$ cat config.mk
export PLATFORM = sky130hd
export DESIGN_NAME = io_host
export DESIGN_NICKNAME = d
export VERILOG_FILES = /design/src/rtl/io_pkg.sv /design/src/rtl/io_delay_counter.sv /design/src/rtl/io_host.sv
export SDC_FILE = /design/constraint.sdc
export NUM_CORES = 1
export LEC_CHECK = 0
export ABC_AREA = 1
export BUFFER_PORTS_ARGS = -buffer_cell sky130_fd_sc_hd__buf_2
export CAP_MARGIN = 40
export CORE_MARGIN = 1.5
export CORE_UTILIZATION = 58
export CTS_CLUSTER_SIZE = 10
export DETAILED_ROUTE_END_ITERATION = 8
export PLACE_DENSITY = 0.84
export SETUP_SLACK_MARGIN = 0.4
export SLEW_MARGIN = 20
export SYNTH_ARGS = -nofsm -noshare
export SYNTH_HDL_FRONTEND = slang
export SYNTH_SLANG_ARGS = --single-unit
$ cat constraint.sdc
create_clock -name clk -period 3.5 [get_ports clk]
set_clock_uncertainty 0.2 [all_clocks]
set_input_delay 0.525 -clock clk [delete_from_list [all_inputs] [get_ports clk]]
set_output_delay 0.525 -clock clk [all_outputs]
set_load 0.01 [all_outputs]
$ cat src/rtl/io_pkg.sv
// Shared types and default timing for the io host driver.
// Imported by the host RTL and its bench.
package io_pkg;

    localparam int HOLD_DEF    = 4;
    localparam int GAP_DEF     = 2;
    localparam int TIMEOUT_DEF = 255;

    typedef enum logic [3:0] {
        IDLE,
        SEND_X,
        HS_X,
        GAP_X,
        SEND_Y,
        HS_Y,
        GAP_Y,
        WAIT_X2,
        SHOW_X2,
        WAIT_Y2,
        RELEASE
    } io_state_e;

    function automatic int cnt_width(input int h, input int g, input int t);
        int m;
        m = h;
        if (g > m) m = g;
        if (t > m) m = t;
        return $clog2(m + 1);
    endfunction

endpackage

$ cat src/rtl/io_delay_counter.sv
// Loadable down-counter with a zero flag.
// Shared by phase timing and result timeout.
module io_delay_counter #(
    parameter int W = 8
) (
    input  logic         clk,
    input  logic         reset,
    input  logic         load,
    input  logic [W-1:0] load_val,
    input  logic         dec,
    output logic         zero
);

    logic [W-1:0] cnt_q;
    logic [W-1:0] cnt_d;

    always_comb begin
        cnt_d = cnt_q;
        if (load) begin
            cnt_d = load_val;
        end else if (dec && (cnt_q != '0)) begin
            cnt_d = cnt_q - W'(1);
        end
    end

    always_ff @(posedge clk) begin
        if (reset) begin
            cnt_q <= '0;
        end else begin
            cnt_q <= cnt_d;
        end
    end

    assign zero = (cnt_q == '0);

endmodule

$ cat src/rtl/io_host.sv
// Host-side driver for the processor io block: presents two operands
// over a switch-style handshake and collects two strobed results.
module io_host
    import io_pkg::*;
#(
    parameter int N       = 8,
    parameter int HOLD    = HOLD_DEF,
    parameter int GAP     = GAP_DEF,
    parameter int TIMEOUT = TIMEOUT_DEF
) (
    input  logic         clk,
    input  logic         reset,
    input  logic         start,
    input  logic [N-1:0] x1,
    input  logic [N-1:0] y1,
    output logic [N-1:0] in,
    output logic         handshake,
    input  logic [N-1:0] out,
    input  logic         write_out,
    output logic [N-1:0] x2,
    output logic [N-1:0] y2,
    output logic         busy,
    output logic         done,
    output logic         timeout
);

    localparam int CW = cnt_width(HOLD, GAP, TIMEOUT);
    localparam logic [CW-1:0] GAP_L  = CW'(GAP - 1);
    localparam logic [CW-1:0] HOLD_L = CW'(HOLD - 1);
    localparam logic [CW-1:0] TMO_L  = CW'(TIMEOUT - 1);

    io_state_e state_q, state_d, nxt;
    logic [N-1:0] in_q, in_d, y1_q, y1_d;
    logic [N-1:0] x2_q, x2_d, y2_q, y2_d;
    logic to_q, to_d, done_q, done_d, cap_q, cap_d;
    logic ld, dec, zero, timed;
    logic [CW-1:0] ld_val, nxt_len;

    io_delay_counter #(.W(CW)) u_cnt (
        .clk      (clk),
        .reset    (reset),
        .load     (ld),
        .load_val (ld_val),
        .dec      (dec),
        .zero     (zero)
    );

    always_comb begin
        state_d = state_q;
        in_d    = in_q;
        y1_d    = y1_q;
        x2_d    = x2_q;
        y2_d    = y2_q;
        to_d    = to_q;
        done_d  = 1'b0;
        cap_d   = cap_q;
        ld      = 1'b0;
        ld_val  = '0;
        dec     = 1'b0;
        timed   = 1'b0;
        nxt     = state_q;
        nxt_len = '0;
        unique case (state_q)
            IDLE: begin
                if (start) begin
                    y1_d    = y1;
                    in_d    = x1;
                    to_d    = 1'b0;
                    state_d = SEND_X;
                    ld      = 1'b1;
                    ld_val  = GAP_L;
                end
            end
            SEND_X:  begin timed = 1'b1; nxt = HS_X;    nxt_len = HOLD_L; end
            HS_X:    begin timed = 1'b1; nxt = GAP_X;   nxt_len = GAP_L;  end
            GAP_X:   begin timed = 1'b1; nxt = SEND_Y;  nxt_len = GAP_L;  end
            SEND_Y:  begin timed = 1'b1; nxt = HS_Y;    nxt_len = HOLD_L; end
            HS_Y:    begin timed = 1'b1; nxt = GAP_Y;   nxt_len = GAP_L;  end
            GAP_Y:   begin timed = 1'b1; nxt = WAIT_X2; nxt_len = TMO_L;  end
            SHOW_X2: begin timed = 1'b1; nxt = WAIT_Y2; nxt_len = TMO_L;  end
            RELEASE: begin timed = 1'b1; nxt = IDLE;    nxt_len = '0;     end
            WAIT_X2, WAIT_Y2: begin
                // io output register lags the strobe by one cycle
                if (cap_q) begin
                    cap_d = 1'b0;
                    ld    = 1'b1;
                    if (state_q == WAIT_X2) begin
                        x2_d    = out;
                        state_d = SHOW_X2;
                        ld_val  = GAP_L;
                    end else begin
                        y2_d    = out;
                        state_d = RELEASE;
                        ld_val  = HOLD_L;
                    end
                end else if (write_out) begin
                    cap_d = 1'b1;
                end else if (zero) begin
                    to_d    = 1'b1;
                    state_d = IDLE;
                end else begin
                    dec = 1'b1;
                end
            end
            default: state_d = IDLE;
        endcase
        if (timed) begin
            if (zero) begin
                state_d = nxt;
                ld      = 1'b1;
                ld_val  = nxt_len;
                if (nxt == SEND_Y) in_d = y1_q;
                if (state_q == RELEASE) done_d = 1'b1;
            end else begin
                dec = 1'b1;
            end
        end
    end

    always_ff @(posedge clk) begin
        if (reset) begin
            state_q <= IDLE;
            in_q    <= '0;
            y1_q    <= '0;
            x2_q    <= '0;
            y2_q    <= '0;
            to_q    <= 1'b0;
            done_q  <= 1'b0;
            cap_q   <= 1'b0;
        end else begin
            state_q <= state_d;
            in_q    <= in_d;
            y1_q    <= y1_d;
            x2_q    <= x2_d;
            y2_q    <= y2_d;
            to_q    <= to_d;
            done_q  <= done_d;
            cap_q   <= cap_d;
        end
    end

    assign in        = in_q;
    assign x2        = x2_q;
    assign y2        = y2_q;
    assign done      = done_q;
    assign timeout   = to_q;
    assign busy      = (state_q != IDLE);
    assign handshake = (state_q == HS_X) || (state_q == HS_Y) ||
                       (state_q == WAIT_Y2) || (state_q == RELEASE);

endmodule

# Word-level counts from Yosys, hierarchy flattened
# Cells that the tools add are included.
[word_totals]
output_inout_bits = 28
in_bits = 28
reg_bits = 47
[classes]
reduce_logical = 20
muxes = 43
addsub = 1
eq_ne = 15
bitwise = 3
[ops]
columns = ["cell", "n"]
rows = [
  ["8-bit 2-to-1 mux", 9],
  ["4-bit one-hot mux with 8 select lines", 1],
  ["4-bit 2-to-1 mux", 6],
  ["8-bit one-hot mux with 3 select lines", 1],
  ["4-bit by 3-bit == test with 1-bit output, second input constant", 5],
  ["1-bit 2-to-1 mux", 19],
  ["4-bit == test, second input constant", 3],
  ["4-bit one-hot mux with 3 select lines", 1],
  ["4-bit by 2-bit == test with 1-bit output, second input constant", 2],
  ["8-bit logical NOT", 1],
  ["8-bit nonzero test", 1],
  ["8-bit OR reduction", 1],
  ["8-bit by 1-bit subtractor with 8-bit output, second input constant", 1],
  ["2-bit 2-to-1 mux", 3],
  ["2-bit inequality test, second input constant", 3],
  ["3-bit AND reduction", 2],
  ["2-bit OR reduction", 3],
  ["3-bit OR reduction", 2],
  ["5-bit AND reduction", 1],
  ["4-bit by 1-bit == test with 1-bit output, second input constant", 1],
  ["4-bit logical NOT", 1],
  ["1-bit one-hot mux with 2 select lines", 2],
  ["2-bit one-hot mux with 2 select lines", 1],
  ["2-bit nonzero test", 2],
  ["6 further kinds", 10],
]

# Longest topological paths before layout
# Gate-level depths: netlist of the first run.
[depth]
depth_word = 10
ltp_mapped = 14
ltp_nobuf = 12

# By module
# From an unflattened synthesis of the first run, not the netlist that was laid out.
[unflattened]
cells_unflattened = 396
hier_area_um2 = 2504.9
[by_module_without_submodules]
columns = ["module", "cells_each", "n_inst", "area_each_um2"]
rows = [
  ["io_host", 292, 1, 1904.3],
  ["io_delay_counter", 104, 1, 600.6],
]

# Least setup slack after synthesis of the first run
# No wires, ideal clock.
[synth_path]
kind = "register to register"
startpoint = "register state_q[3]"
endpoint = "register u_cnt.cnt_q[1]"
stages_incl_launch_ff = 14
setup_slack_ps = 1762
arrival_time_ps = 1427
setup_time_ps = 111
required_ps = 3189
path_cell_list = "dfxtp_1 buf_6 inv_2 nor2_2 nand2_1 o21ai_2 inv_2 nand2_8 nand2_4 buf_6 nand3b_1 nand2_1 nor2_2 nor2_2"
[synth_between]
elab_chain_len = 7
word_cells_on_any_way = 32
[synth_rtl]
columns = ["element", "line", "text"]
rows = [
  ["from (decl)", "io_host.sv:32", "io_state_e state_q, state_d, nxt;"],
  ["from (signal assigned)", "io_host.sv:131", "state_q <= state_d;"],
  ["4-bit by 3-bit == test with 1-bit output or 4-bit == test (tied branches)", "io_host.sv:63, io_host.sv:87", ""],
  ["2-bit 2-to-1 mux or 2-bit OR reduction (tied branches)", "io_host.sv:87, io_host.sv:63", ""],
  ["2-bit 2-to-1 mux or 1-bit 2-to-1 mux (tied branches)", "io_host.sv:84, io_host.sv:63", ""],
  ["2-bit one-hot mux with 2 select lines or 1-bit 2-to-1 mux (tied branches)", "io_host.sv:63, io_host.sv:108", ""],
  ["8-bit 2-to-1 mux or 1-bit 2-to-1 mux (tied branches)", "io_host.sv:108, io_host.sv:107", ""],
  ["8-bit 2-to-1 mux or 1-bit logical AND (tied branches)", "io_host.sv:107, io_delay_counter.sv:21", ""],
  ["8-bit 2-to-1 mux or 2-bit nonzero test (tied branches)", "-", ""],
  ["to (signal assigned)", "io_delay_counter.sv:30", "cnt_q <= cnt_d;"],
  ["to (decl)", "io_delay_counter.sv:14", "logic [W-1:0] cnt_q;"],
]
# Parallel ways exist; a longest one is shown, timed or not.
# A chain may end at the register's enable or synchronous reset.

# Worst setup path in the final report of the first run
# Same ends and word-level chain as after synthesis.

==> results.py, run 1 <==
metrics = {
    "route": {
        "first_iter_violations": 185,
        "drc_errors": 0,
        "viasPerCell": 5.35,
        "wl_per_cell_um": 12.1,
        "vias": 2449,
        "drt-total-wl_um": 5540,
        "ant_nets": 0,
        "firstDrtPassIters": 4,
    },
    "critical_path": {
        "critPathLaunch": "state_q[3]",
        "worstSetupPathType": "reg -> reg",
        "end_kind": "flop",
        "rr_startpoint": "state_q[3]",
        "critPathArrivalTime_ps": 2300,
        "critPathMaxFanout": 35,
        "required_ps": 3500,
        "crit_path_start_kind": "flop",
    },
    "cts": {
        "cts_setup_buffers": 0,
        "h-tree-depth": 2,
        "clk_pin_slew_ps": 90,
        "cts-root-buf": "clkbuf_8",
        "postCtsHoldBufs": 0,
        "clk_latency_ps": 300,
        "cts_buffers": 5,
        "cts_tree": "built",
        "cts_resized": 0,
        "clk_path_buf_depth": 2,
        "cts_sinks": 47,
    },
    "yosys": {
        "async_flop_share": 0,
        "syn_inst": 356,
        "ys.flop_type": "dfxtp_1",
        "seq_area_frac_synth": 0.366,
        "synth_edf_count": 0,
        "syn-num-nets": 386,
        "synth.distinct_cells": 32,
        "yosys_register_bits": 47,
        "avgSynthCellArea_um2": 7.22,
        "synth_warnings": 0,
        "netlist_area_mm2": 0.00257,
    },
    "grt": {
        "grt_max_degree": 36,
        "grt_pass1_vias": 2157,
        "antenna_found_initial": 0,
        "grtUsageTotal": 0.238,
        "grt_overflow": 0,
        "grt_pass1_wl_um": 9450,
    },
    "final_layout": {
        "drive_above_1_share": 0.286,
        "nets": 435,
        "syn2layout_area_growth_pct": 13.7,
        "multiInputGateArea_mm2": 0.00137,
        "n_antenna_cell": 0,
        "fill_cells": 381,
        "area.sequential_um2": 941,
        "final_util": 0.681,
    },
    "timing": {
        "min_period_ps": 2300,
        "max-slew-margin-rel": 0.503,
        "grt_setup_unrepaired": "no",
        "hold_viol_final": 0,
        "post-route-period-util": 0.657,
        "worst-slew-pin-transition_ps": 741,
        "fmax_mhz": 435,
        "finalMaxSlewViolations": 0,
        "tns_ps": 0,
        "setup_violations": 0,
    },
    "worst_hold_path": {
        "worstHoldPathType": "reg -> reg",
        "hp-start": "x2[7]",
    },
    "floorplan": {
        "rows": 24,
        "die_w_um": 69.6,
        "ioPinCount": 56,
        "dieHeight_um": 69.6,
        "core_area_mm2": 0.00429,
        "dieArea_mm2": 0.00484,
        "start_util": 0.598,
    },
    "status": {
        "status": "completed",
    },
    "place": {
        "place_congestion": 0.866,
        "io_buffers": 55,
        "dp_hpwl_um": 3940,
    },
    "power_and_ir_drop": {
        "leakage_nw": 1.42,
        "power_density_mw_per_mm2": 456,
        "vdd.ir_drop.worst_v": 0.000331,
    },
    "run": {
        "maxCapViolCount": 0,
    },
}
-- routing by layer --
| layer | track usage | routed length, µm | vias to the layer above |
|---|---|---|---|
| li1 | - | - | 1256 |
| met1 | 0.312 | 2500 | 1103 |
| met2 | 0.379 | 2610 | 77 |
| met3 | 0.0523 | 302 | 13 |
| met4 | 0.100 | 124 | 0 |
| met5 | 0 | 0 | - |
-- power breakdown --
group          switching [mW]  total, mW  internal (mW)
Sequential             0.0215      0.597          0.575
Combinational           0.252      0.396          0.144
Clock                   0.195      0.339          0.145
Total                   0.468       1.33          0.864
-- metrics by stage --
step	hold slack, ps	setup slack [ps]	power [mW]	instance area (µm²)	std cells
after floorplan	230	1760	0.927	2570	356
after global placement	240	1250	0.993	2830	450
after detailed placement	248	1200	1.00	2830	450
after CTS	261	1190	1.34	2920	458
after global routing	280	995	1.42	2920	458
final	261	1200	1.33	2920	458
-- synthesized netlist by cell type, types with 2 or more instances --
| cell | number | share of area |
|---|---|---|
| nand4_1 | 4 | 0.0097 |
| dfxtp_1 | 47 | 0.37 |
| ha_1 | 2 | 0.0097 |
| inv_1 | 35 | 0.051 |
| clkbuf_1 | 8 | 0.012 |
| nand2_1 | 74 | 0.11 |
| nor3_1 | 2 | 0.0039 |
| inv_2 | 9 | 0.013 |
| a21oi_2 | 2 | 0.0068 |
| nor2_2 | 17 | 0.041 |
| nor2_4 | 3 | 0.013 |
| nor2_8 | 2 | 0.016 |
| buf_6 | 4 | 0.018 |
| xor2_1 | 6 | 0.020 |
| nand2_4 | 5 | 0.022 |
| o21ai_0 | 28 | 0.055 |
| nor2_1 | 9 | 0.013 |
| o2111ai_1 | 2 | 0.0068 |
| nand3_2 | 2 | 0.0078 |
| nand3_1 | 39 | 0.076 |
| o21ai_2 | 3 | 0.010 |
| a21oi_1 | 37 | 0.072 |
| nand2_2 | 7 | 0.017 |
-- cells by family (layout without fill, tap and decap cells) --
kind of cell,Yosys count,in the layout,synth area share
xor gates and xnor gates,6,6,0.0204
adders and majority gates,2,2,0.00974
and+or+nand+nor,166,166,0.338
buffers and inverters,59,109,0.0998
AOI/OAI and AO/OA,76,76,0.166
DFF,47,47,0.366
-- cell usage in the layout (no fill, tap or decap), types with 2 or more instances in the layout --
cell	n
nand2_1	74
buf_2	55
dfxtp_1	47
nand3_1	39
a21oi_1	37
inv_1	35
o21ai_0	28
nor2_2	17
inv_2	9
nor2_1	9
nand2_2	7
xor2_1	6
nand2_4	5
clkbuf_8	5
nand4_1	4
nor2_4	3
o21ai_2	3
nand3_2	2
nor2_8	2
nor3_1	2
a21oi_2	2
o2111ai_1	2
ha_1	2
inv_6	2
-- critical path, cell delays in order (launching register included) --
cell and delay [ps]:
dfxtp_1 410, nor2_2 270, nand3_2 510, nand2_1 350, a21oi_4 100, nand2_4 100
clkinv_4 100, nor2_2 110, nor2_2 40
-- flip-flops by register name, summed over array words and instances, names as in the netlist, 4 cells and up --
name / count
in: 8
u_cnt.cnt_q: 8
x2: 8
y1_q: 8
y2: 8
state_q: 4
-- layout make-up --
class / instances / area share
clock inverters: 3 / 0.00771
flip-flops and latches: 47 / 0.322
well taps: 52 / 0.0223
inverters: 46 / 0.0608
repair buffers: 55 / 0.0942
clock buffers: 5 / 0.0235
multi-input cells: 250 / 0.470
-- path summary, 6_finish.rpt --
kind / end / slack, ps / cells past startpoint
max reg2reg: u_cnt.cnt_q[1] / 1200 / 8
min: x2[7] / 260 / 2
min reg2reg: x2[7] / 260 / 2
max: u_cnt.cnt_q[1] / 1200 / 8
Power figures use the tool's default switching activity.
==> run 2, diff against run 1 <==
--- a/config.mk
+++ b/config.mk
@@ -9,10 +9,10 @@
 export BUFFER_PORTS_ARGS = -buffer_cell sky130_fd_sc_hd__buf_2
 export CAP_MARGIN = 40
 export CORE_MARGIN = 1.5
-export CORE_UTILIZATION = 58
+export CORE_UTILIZATION = 49
 export CTS_CLUSTER_SIZE = 10
 export DETAILED_ROUTE_END_ITERATION = 8
-export PLACE_DENSITY = 0.84
+export PLACE_DENSITY = 0.76
 export SETUP_SLACK_MARGIN = 0.4
 export SLEW_MARGIN = 20
 export SYNTH_ARGS = -nofsm -noshare
==> constraint.sdc (replaced) <==
create_clock -name clk -period 1.87 [get_ports clk]
set_clock_uncertainty 0.2 [all_clocks]
set_input_delay 0.2805 -clock clk [delete_from_list [all_inputs] [get_ports clk]]
set_output_delay 0.2805 -clock clk [all_outputs]
set_load 0.01 [all_outputs]
==> run 2 against run 1 <==
Against the previous run: the flow now finishes with violations (setup timing); via count up 28%; core utilization up 12 points; cell area grew 39%; die area is 18% higher; register-to-register slack worse by 1300 ps; sequential share of layout area decreased by 8.8 points; non-clock buffer count rose by 52; critical path depth grew 4; cell count is 16% higher; clock power grew to 2.8 times the previous value; sequential cell count is the same; critical endpoint is now u_cnt.cnt_q[0].
==> results.py, run 2 (synthesis gave the netlist of run 1 again) <==
metrics = {
    "run": {
        "maxCapViolCount": 0,
    },
    "critical_path": {
        "crit_path_start_kind": "flop",
        "required_ps": 1920,
        "worstSetupPathType": "reg -> reg",
        "critPathArrivalTime_ps": 2020,
        "crit_path_cell_trace": "buf_6, nor2_4, buf_6, nand3_4, nand2_4, buf_4, inv_4, nand3_1, nand2_1, nand2_1, inv_1, nor2_1",
        "slowest_delay_ps": 390,
        "critPathMaxFanout": 8,
        "slowest_stage": "dfxtp_4",
        "end_kind": "flop",
    },
    "place": {
        "place_congestion": 0.936,
        "io_buffers": 55,
        "dp_cells": 485,
        "dp_hpwl_um": 4220,
    },
    "cts": {
        "cts-root-buf": "clkbuf_8",
        "postCtsHoldBufs": 0,
        "cts_tree": "built",
        "cts_sinks": 47,
        "clk_path_buf_depth": 2,
        "h-tree-depth": 2,
        "clk_pin_slew_ps": 100,
        "clk_latency_ps": 300,
        "cts_buffers": 5,
    },
    "timing": {
        "finalMaxSlewViolations": 0,
        "min_period_ps": 1970,
        "hold_viol_final": 0,
        "worst-slew-pin-transition_ps": 370,
        "grt_setup_unrepaired": "yes",
        "fmax_mhz": 506,
        "post-route-period-util": 1.06,
        "layout_setup_ws_ps": -105,
        "tns_ps": -694,
        "setup_violations": 16,
        "max-slew-margin-rel": 0.753,
    },
    "power_and_ir_drop": {
        "vdd.ir_drop.worst_v": 0.000586,
        "leakage_nw": 1.87,
        "power_density_mw_per_mm2": 834,
        "total_power_mw": 3.39,
    },
    "floorplan": {
        "die_w_um": 75.4,
        "ioPinCount": 56,
        "dieArea_mm2": 0.00569,
        "start_util": 0.506,
        "dieHeight_um": 75.4,
        "core_area_mm2": 0.00507,
        "rows": 26,
    },
    "worst_hold_path": {
        "worstHoldPathType": "in -> reg",
    },
    "route": {
        "viasPerCell": 5.90,
        "first_iter_violations": 424,
        "wl_per_cell_um": 19.3,
        "firstDrtPassIters": 6,
        "vias": 3125,
        "drt-total-wl_um": 10200,
        "drc_errors": 0,
        "ant_nets": 0,
    },
    "final_layout": {
        "final_cells": 530,
        "nets": 489,
        "drive_above_1_share": 0.535,
        "syn2layout_area_growth_pct": 58.4,
        "fill_cells": 282,
        "n_antenna_cell": 0,
        "final_common_cell": "buf_2",
        "layout_common_cells": "54 x buf_2, 49 x nand2_1, 43 x dfxtp_1, 34 x inv_1, 32 x nand3_1",
    },
    "status": {
        "status": "complete, but fails checks",
        "violations": "setup timing",
    },
    "grt": {
        "grt_pass1_wl_um": 12300,
        "grt_pass1_vias": 2575,
        "grtUsageTotal": 0.284,
        "antenna_found_initial": 0,
        "grt_overflow": 0,
        "grt_max_degree": 29,
    },
}
-- run 2: changes by cell type in the layout (fill, tap and decap cells not counted), sizes merged --
cell | previous run | this run
nand2 | 87 | 88
inv | 46 | 45
buf | 55 | 107
bufinv | 0 | 2
nor2 | 31 | 32
clkinv | 3 | 2
-- run 2: path summary, 6_finish.rpt --
kind                          to        from  slack, ps  cells after the start
hold reg to reg            x2[5]       x2[5]        270                      2
setup / recovery  u_cnt.cnt_q[0]  state_q[0]       -100                     12
setup reg to reg  u_cnt.cnt_q[0]  state_q[0]       -100                     12
hold / removal           y1_q[1]       y1[1]         40                      3
-- run 2: cell type report --
cell class,count,area (µm²),share of cell area
multi-input cells,252,1800,0.442
flip-flops and latches,47,953,0.234
repair buffers,107,891,0.219
inverters,46,200,0.0492
well taps,70,87.6,0.0215
clock inverters,3,71.3,0.0175
clock buffers,5,68.8,0.0169
-- run 2: metrics by stage --
stage          setup slack, ps   util  hold slack (ps)  instance area [µm²]
6_report                  -105  0.802             40.3                 4070
3_3_place_gp             -25.3  0.602              231                 3060
2_1_floorplan              191      -              225                 2640
4_1_cts                   52.9  0.740             24.2                 3760
3_5_place_dp             -41.3  0.602              236                 3060
5_1_grt                   -247  0.802             40.6                 4070
-- run 2: repair_timing --
action | in CTS | in global routing
setup buffers | 26 | 6
endpoints found under the setup margin | 48 | 48
gates resized for setup | 81 | 69
endpoints found under the hold margin | 0 | 0
cloned | 4 | 1
pin swaps | 19 | 23
-- run 2: metal layers --
metal	up-vias	part of all wire	wire, µm	track usage
met5	-	0	0	0
met4	0	0.068	691	0.131
met3	70	0.073	748	0.0410
met2	238	0.49	4970	0.481
met1	1454	0.37	3800	0.358
li1	1363	-	-	-
-- run 2: worst max-delay path: cells and delay by family, from the launching register on --
kind                   cells  cell delay, ps
buffers and inverters      5             510
flip-flops                 1             390
AND/OR/NAND/NOR            7             820
-- run 2: power by group --
part / internal (mW) / total [mW] / switching [mW]
combinational: 0.540 / 1.33 / 0.793
clock: 0.543 / 0.933 / 0.390
sequential: 1.07 / 1.13 / 0.0539
==> run 3, diff against run 2 <==
--- a/config.mk
+++ b/config.mk
@@ -13,7 +13,7 @@
 export CTS_CLUSTER_SIZE = 10
 export DETAILED_ROUTE_END_ITERATION = 8
 export PLACE_DENSITY = 0.76
-export SETUP_SLACK_MARGIN = 0.4
+export SKIP_LAST_GASP = 1
 export SLEW_MARGIN = 20
 export SYNTH_ARGS = -nofsm -noshare
 export SYNTH_HDL_FRONTEND = slang
==> run 3 against run 2 <==
Against the previous run: the flow now finishes without violations; worst hold slack improved by 2.4 ps; largest cell class unchanged; first-iteration DRC count decreased by 55%; sequential power about the same; clock power decreased by 28%; global-route usage decreased by 5.3 points; core utilization decreased by 15 points; power decreased by 20%.
==> results.py, run 3 (synthesis gave the netlist of run 1 again) <==
metrics = {
    "status": {
        "status": "completed",
    },
    "timing": {
        "hold_viol_final": 0,
        "finalMaxSlewViolations": 0,
        "grt_setup_unrepaired": "yes",
        "fin_hold_ws_ps": 42.7,
        "tns_ps": 0,
        "worst-slew-pin-transition_ps": 300,
        "layout_setup_ws_ps": 34.9,
        "fmax_mhz": 545,
        "min_period_ps": 1840,
        "post-route-period-util": 0.981,
        "setup_violations": 0,
        "max-slew-margin-rel": 0.799,
    },
    "power_and_ir_drop": {
        "power_density_mw_per_mm2": 820,
        "vdd.ir_drop.worst_v": 0.000507,
        "total_power_mw": 2.71,
        "leakage_nw": 1.61,
    },
    "route": {
        "wl_per_cell_um": 12.8,
        "drc_errors": 0,
        "firstDrtPassIters": 5,
        "first_iter_violations": 189,
        "drt-total-wl_um": 6540,
        "ant_nets": 0,
        "viasPerCell": 5.11,
        "vias": 2604,
    },
    "critical_path": {
        "required_ps": 1390,
        "crit_buf_inv": 3,
        "worstSetupPathType": "reg -> out",
        "slowest_delay_ps": 420,
        "end_kind": "primary output",
        "slowest_stage": "dfxtp_4",
        "critPathArrivalTime_ps": 1350,
        "path_delay_family": "flip-flops",
        "crit_path_start_kind": "flop",
        "crit_path_cell_trace": "inv_4, nor2_4, nand2_2, buf_6, o211ai_1, buf_2",
        "critPathMaxFanout": 5,
    },
    "floorplan": {
        "core_area_mm2": 0.00507,
        "die_w_um": 75.4,
        "rows": 26,
        "start_util": 0.506,
        "dieHeight_um": 75.4,
        "ioPinCount": 56,
        "dieArea_mm2": 0.00569,
    },
    "cts": {
        "postCtsHoldBufs": 0,
        "clk_pin_slew_ps": 100,
        "clk_path_buf_depth": 2,
        "cts_sinks": 47,
        "cts_tree": "built",
        "cts-root-buf": "clkbuf_8",
        "clk_latency_ps": 310,
        "h-tree-depth": 2,
        "cts_buffers": 5,
    },
    "final_layout": {
        "stdcell_area_mm2": 0.00331,
        "area.sequential_um2": 956,
        "final_common_cell": "nand2_1",
        "n_antenna_cell": 0,
        "final_util": 0.652,
        "syn2layout_area_growth_pct": 28.8,
        "nets": 469,
        "drive_above_1_share": 0.357,
        "final_cells": 510,
        "fill_cells": 440,
        "layout_common_cells": "71 x nand2_1, 55 x buf_2, 43 x dfxtp_1, 39 x nand3_1, 37 x a21oi_1",
        "multiInputGateArea_mm2": 0.00142,
    },
    "grt": {
        "grt_pass1_vias": 2227,
        "grt_max_degree": 35,
        "grt_overflow": 0,
        "antenna_found_initial": 0,
        "grtUsageTotal": 0.231,
        "grt_pass1_wl_um": 10200,
    },
    "worst_hold_path": {
        "worstHoldPathType": "in -> reg",
    },
    "place": {
        "io_buffers": 55,
        "post_dp_cell_area_mm2": 0.00300,
        "place_ws_ps": -116,
        "dp_hpwl_um": 4340,
        "dp_cells": 486,
        "place_congestion": 0.920,
    },
    "run": {
        "maxCapViolCount": 0,
    },
}
==> run 3: cell types whose count changed in the layout (fill, tap and decap cells not counted), moves of 5 or more <==
cell | before | now
nand2_2 | 18 | 10
buf_6 | 18 | 1
buf_4 | 24 | 29
nor2_4 | 14 | 7
a21oi_1 | 17 | 37
a21oi_2 | 21 | 2
o21ai_1 | 9 | 3
nand2_4 | 18 | 5
nand3_2 | 8 | 2
nand2_1 | 49 | 71
o21ai_0 | 3 | 25
o21ai_2 | 18 | 3
nand3_1 | 32 | 39
==> run 3: per-layer routing <==
metal | track usage | up-vias | part of all wire
met2 | 0.354 | 85 | 0.47
met5 | 0 | - | 0
met4 | 0.0754 | 0 | 0.015
met3 | 0.0450 | 12 | 0.051
met1 | 0.328 | 1187 | 0.47
li1 | - | 1320 | -
==> run 3: worst register-to-register path: stages, from the launching register on <==
cell     delay (ps)
dfxtp_1         330
nor2_1          200
nand2_2         120
nor2_4          290
buf_4           180
nand2_1         160
nand2_1         160
nor2_4           50
nor2_2           60
==> run 3: path summary, 6_finish.rpt <==
| kind | start | end | slack, ps | cells past startpoint |
|---|---|---|---|---|
| worst min register to register | y1_q[4] | in[4] | 250 | 2 |
| worst max-delay path | state_q[3] | handshake | 30 | 6 |
| worst min-delay path | out[2] | y2[2] | 40 | 3 |
| worst max register to register | u_cnt.cnt_q[3] | u_cnt.cnt_q[6] | 60 | 8 |
==> run 3: layout make-up <==
class                   instances  share of cell area
repair buffers                 88               0.171
multi-input cells             251               0.429
clock buffers                   5              0.0208
clock inverters                 3             0.00832
inverters                      46              0.0560
flip-flops and latches         47               0.289
well taps                      70              0.0265
==> run 3: timing repair <==
item / 4_1_cts / 5_1_grt
pin swaps: 1 / 6
setup endpoints to repair: 21 / 21
resized for setup: 9 / 15
buffers inserted: 3 / 12
hold endpoints to repair: 0 / 0
gates cloned: 0 / 1
==> run 3: power by group <==
part / internal [mW] / switching, mW
Sequential: 1.07 / 0.0437
Combinational: 0.373 / 0.553
Clock: 0.278 / 0.391
Total: 1.72 / 0.988
